**src/rtl/pattern_1010.sv**
```systemverilog
// Moore detector for serial 1,0,1,0; PDET is registered and rises one cycle after the edge sampling the final 0.
// No backpressure and no enable: every rising edge with SCLR high consumes one IN_DATA bit.
module pattern_1010 #(
    parameter bit OVERLAP = 1'b1
) (
    input  logic CLK,
    input  logic SCLR,
    input  logic IN_DATA,
    output logic PDET
);

    typedef enum logic [2:0] {
        S0    = 3'd0,
        S1    = 3'd1,
        S10   = 3'd2,
        S101  = 3'd3,
        S1010 = 3'd4
    } state_e;

    state_e state_q;
    state_e state_d;
    logic   pdet_q;
    logic   pdet_d;

    always_comb begin
        state_d = S0;
        case (state_q)
            S0:    state_d = IN_DATA ? S1   : S0;
            S1:    state_d = IN_DATA ? S1   : S10;
            S10:   state_d = IN_DATA ? S101 : S0;
            S101:  state_d = IN_DATA ? S1   : S1010;
            // With overlap the trailing "10" of a match already counts as a "10" prefix.
            S1010: state_d = IN_DATA ? (OVERLAP ? S101 : S1) : S0;
            default: state_d = S0;
        endcase
        pdet_d = (state_d == S1010);
    end

    always_ff @(posedge CLK) begin
        if (!SCLR) begin
            state_q <= S0;
            pdet_q  <= 1'b0;
        end else begin
            state_q <= state_d;
            pdet_q  <= pdet_d;
        end
    end

    assign PDET = pdet_q;

endmodule

```
**config.mk**
```make
export PLATFORM = sky130hd
export DESIGN_NAME = pattern_1010
export DESIGN_NICKNAME = d
export VERILOG_FILES = /design/src/rtl/pattern_1010.sv
export SDC_FILE = /design/constraint.sdc
export NUM_CORES = 1
export LEC_CHECK = 0
export BUFFER_PORTS_ARGS = -buffer_cell sky130_fd_sc_hd__buf_2
export CAP_MARGIN = 40
export CORE_AREA = 4 4 41 43
export CTS_BUF_LIST = sky130_fd_sc_hd__clkbuf_8
export DETAILED_ROUTE_END_ITERATION = 12
export DIE_AREA = 0 0 45 47
export SYNTH_ARGS = -nofsm -noshare
export SYNTH_HDL_FRONTEND = slang
export SYNTH_SLANG_ARGS = --single-unit
```
**constraint.sdc**
```tcl
create_clock -name CLK -period 1.2 [get_ports CLK]
set_input_delay 0.24 -clock CLK [delete_from_list [all_inputs] [get_ports CLK]]
set_output_delay 0.24 -clock CLK [all_outputs]
set_load 0.01 [all_outputs]
```
# [Word level (Yosys, flattened, before mapping)]
# Cells that the tools add are included.
[totals] input_bits=3 rom_bits=0 out_inout_bits=1 regBits=4 word_cells=14 mem_bits_rw=0 memories=0 latchBits=0
[classes] n_div=0 n_mux=5 n_reduce_logical=2 bitwise_logic=0 n_shift=0 n_mul=0 n_lt_le_gt_ge=0 addsub=0 eq_ne=5
[op_table] operator="$pmux 3 s4" n=1
[op_table] operator="$eq 3x2->1 const B" n=2
[op_table] operator="$eq 3x3->1 const B" n=2
[op_table] operator="$mux 2" n=2
[op_table] operator="$eq 3x1->1 const B" n=1
[op_table] operator="$logic_not 3->1" n=1
[op_table] operator="$mux 3" n=1
[op_table] operator="$reduce_or 2->1" n=1
[op_table] operator="$mux 1" n=1

# [Longest topological paths before layout]
[depth] ltp_word=4 depth_mapped=2 mapped_depth_nobuf=2

# [Least setup slack after synthesis]
# No wires, ideal clock.
[synth_path] kind="register to register" startpoint="register state_q[0]" endpoint="register state_q[1]" synth_period_minus_slack_ps=791 required_ps=1083 setup_ps=117 arrival_time_ps=673 n_path_buf=0 setup_slack_ps=409 path_stages_with_launch=3 cell_sequence="dfxtp_1 -> nor3b_2 -> a32o_1"
[synth_via] elab_chain_len=3 elab_cells_between_ends=7 cone_classes="eq/ne: 4; mux: 1; reduce/logical: 2"
[synth_rtl] element="start: declaration" line="20" rtl="state_e state_q;"
[synth_rtl] element="start signal: assignment" line="44" rtl="state_q <= state_d;"
[synth_rtl] element="$eq 3x3->1 or $eq 3x2->1 (tied branches)" line="27" rtl="case (state_q)"
[synth_rtl] element="$reduce_or 2->1 (no line)"
[synth_rtl] element="$pmux 3 s4 *" line="27"
# Every way passes the cells marked *; elsewhere a longest branch is shown, timed or not.
# A chain may end at the register's enable or synchronous reset.

# [Worst setup path in the final report]
[layout_path] startpoint="register pdet_q, in the netlist PDET" endpoint="output PDET"
[layout_rtl] element="start: declaration" line="22" rtl="logic pdet_q;"
[layout_rtl] element="start signal: assignment" line="45" rtl="pdet_q <= pdet_d;"
[layout_rtl] element="end: declaration" line="9" rtl="output logic PDET"
# No word-level cell between the ends.

==> results.py <==
metrics = {
    "worst_setup_path": {
        "crit_type": "flop to output pin",
        "r2r_setup_slack_ps": 380,
        "reg2regPathDepth": 2,
        "rr_endpoint": "state_q[1]$_SDFF_PN0_",
        "cp-start-kind": "flop",
        "crit_fanout": 1,
        "required_ps": 960,
        "critPathArrivalTime_ps": 620,
        "reg2reg_from": "state_q[0]$_SDFF_PN0_",
        "max_stage_delay_ps": 280,
        "cp_slowest_cell": "dfxtp_1",
        "path_buf_inv": 1,
        "path_cells": "buf_2",
        "setup.worst_path.end_class": "output pin",
        "crit_family": "flip-flops",
    },
    "status": {
        "outcome": "complete, no violations",
    },
    "yosys": {
        "yosysTopAreaCell": "dfxtp_1",
        "async_flop_share": 0,
        "synth_edf_count": 0,
        "syn_nets": 16,
        "synth_commonest_cells": "dfxtp_1 (4), and3_1 (3)",
        "avgSynthCellArea_um2": 11.4,
        "synth_most_common_cell": "dfxtp_1",
        "synth_top_area_frac": 0.542,
        "synth-seq-cells": 4,
        "syn_inst": 13,
        "synthTopCellsByArea": "dfxtp_1 (54%), and3_1 (13%), nor3b_2 (8.5%)",
        "synthFlopType": "dfxtp_1",
        "yosysUniqueCellTypes": 8,
        "netlist_area_um2": 148,
        "yosys_warnings": 0,
        "ys_seq_area_frac": 0.542,
    },
    "global_route": {
        "antenna_found_initial": 0,
        "grt_max_degree": 6,
        "grt_pass1_vias": 106,
        "grt_util_all_layers": 0.0355,
        "overflow": 0,
        "grt_pass1_wl_um": 441,
    },
    "final_layout": {
        "fill_cells": 151,
        "multi_input_comb_area_um2": 63.8,
        "antenna_cells": 0,
        "syn_to_final_growth_pct": 50.8,
        "stdcell_count": 34,
        "drive_above_1_share": 0.368,
        "nets": 24,
        "regArea_um2": 80.1,
    },
    "sta": {
        "min_period_ps": 861,
        "setup_viol": 0,
        "fmax_mhz": 1160,
        "slew-limit-headroom": 0.872,
        "fin_setup_tns_ps": 0,
        "fin_crit_sh": 0.717,
        "tightest_slew_ps": 192,
        "fin_skew_ps": 0.295,
        "rsz0062_at_grt": "no",
        "finalMaxSlewViolations": 0,
        "finalHoldViolations": 0,
    },
    "power_and_ir_drop": {
        "ir_drop_uv": 760,
        "p_leak_nw": 0.107,
        "power_density_nw_per_um2": 1920,
    },
    "route": {
        "dr.pass1.iters": 4,
        "drt_iter0_markers": 3,
        "drtAntennaViolNets": 0,
        "vias": 119,
        "drc": 0,
        "wl_per_cell_um": 7.15,
        "drt_wl_total_um": 243,
        "vias_per_cell": 3.50,
    },
    "clocking": {
        "cts_buffer_depth": 2,
        "root_buffer": "clkbuf_8",
        "clk_pin_slew_worst_paths_ps": 30,
        "htree_num_levels": 1,
        "clock-sinks": 4,
        "hold_buffers": 0,
        "cts_resized": 0,
        "tritoncts": "built",
        "cts_setup_buffers": 0,
        "cts_buffers": 3,
        "clock_latency_ps": 210,
    },
    "flow_run": {
        "drv_cap": 0,
    },
    "placed_design": {
        "gp_congestion": 0.576,
        "io_buffers": 3,
        "dp_cells": 31,
        "dp_hpwl_um": 180,
    },
    "floorplanning": {
        "fp-row-count": 13,
        "coreArea_um2": 1300,
        "fp.dieH_um": 47,
        "top_level_ports": 4,
        "die_w_um": 45,
        "die_area_um2": 2120,
        "start_util": 0.113,
    },
    "min_path": {
        "hold_depth": 2,
        "min-delay-start": "IN_DATA",
        "min_path_type": "input pin to flop",
        "hold-path-endpoint": "state_q[0]$_SDFF_PN0_",
    },
}
worst register-to-register path, cell delays in order (launching register included):
cell	delay, ps
dfxtp_1	300
nor3b_2	160
a32o_1	250
worst max path at each step:
stage / from / to / slack, ps / cells past startpoint
after floorplan: state_q[0]$_SDFF_PN0_ / state_q[1]$_SDFF_PN0_ / 410 / 2
final: PDET$_SDFF_PN0_ / PDET / 340 / 1
after global routing: PDET$_SDFF_PN0_ / PDET / 300 / 1
after global placement: SCLR / state_q[1]$_SDFF_PN0_ / 340 / 3
after CTS: PDET$_SDFF_PN0_ / PDET / 330 / 1
after detailed placement: SCLR / state_q[1]$_SDFF_PN0_ / 340 / 3
power breakdown:
part,internal (W),switching (W)
combinational,0.00000767,0.00000583
clock,0.000213,0.0000603
sequential,0.000137,0.00000240
total,0.000358,0.0000685
placed cells by master (no fill, tap or decap), drive strengths merged:
cell,n
a32o,1
and3,3
and3b,1
buf,3
clkbuf,3
dfxtp,4
inv,1
nor3b,1
o21ai,1
xor2,1
registers in the layout (all words and copies together), names as in the netlist:
name     flops
state_q      3
PDET         1
routing by layer:
metal	part of all wire	vias up	global-route usage	routed length [µm]
li1	-	59	-	-
met5	0	-	0	0
met1	0.42	54	0.0341	103
met2	0.37	6	0.0311	90
met3	0.20	0	0.0498	49
met4	0	0	0.0351	0
per-stage QoR:
step	power (W)	utilization	hold slack (ps)	setup slack, ps	area [µm²]
after detailed placement	0.000155	0.139	516	339	181
final	0.000427	0.171	302	339	223
after floorplan	0.000148	-	386	409	148
after CTS	0.000437	0.171	297	327	223
after global routing	0.000456	0.171	322	299	223
after global placement	0.000155	0.139	509	341	181
final cells by class:
class / instances / share of cell area
Sequential cell: 4 / 0.360
Timing Repair Buffer: 3 / 0.0674
Clock buffer: 3 / 0.185
Multi-Input combinational cell: 8 / 0.287
Tap cell: 15 / 0.0843
Inverter: 1 / 0.0169
logic make-up after synthesis:
family | share of synthesized area
flops | 0.542
xor+xnor | 0.0593
compound gates | 0.102
simple gates | 0.271
buf+inv | 0.0254
(Power assumes the default switching activity.)
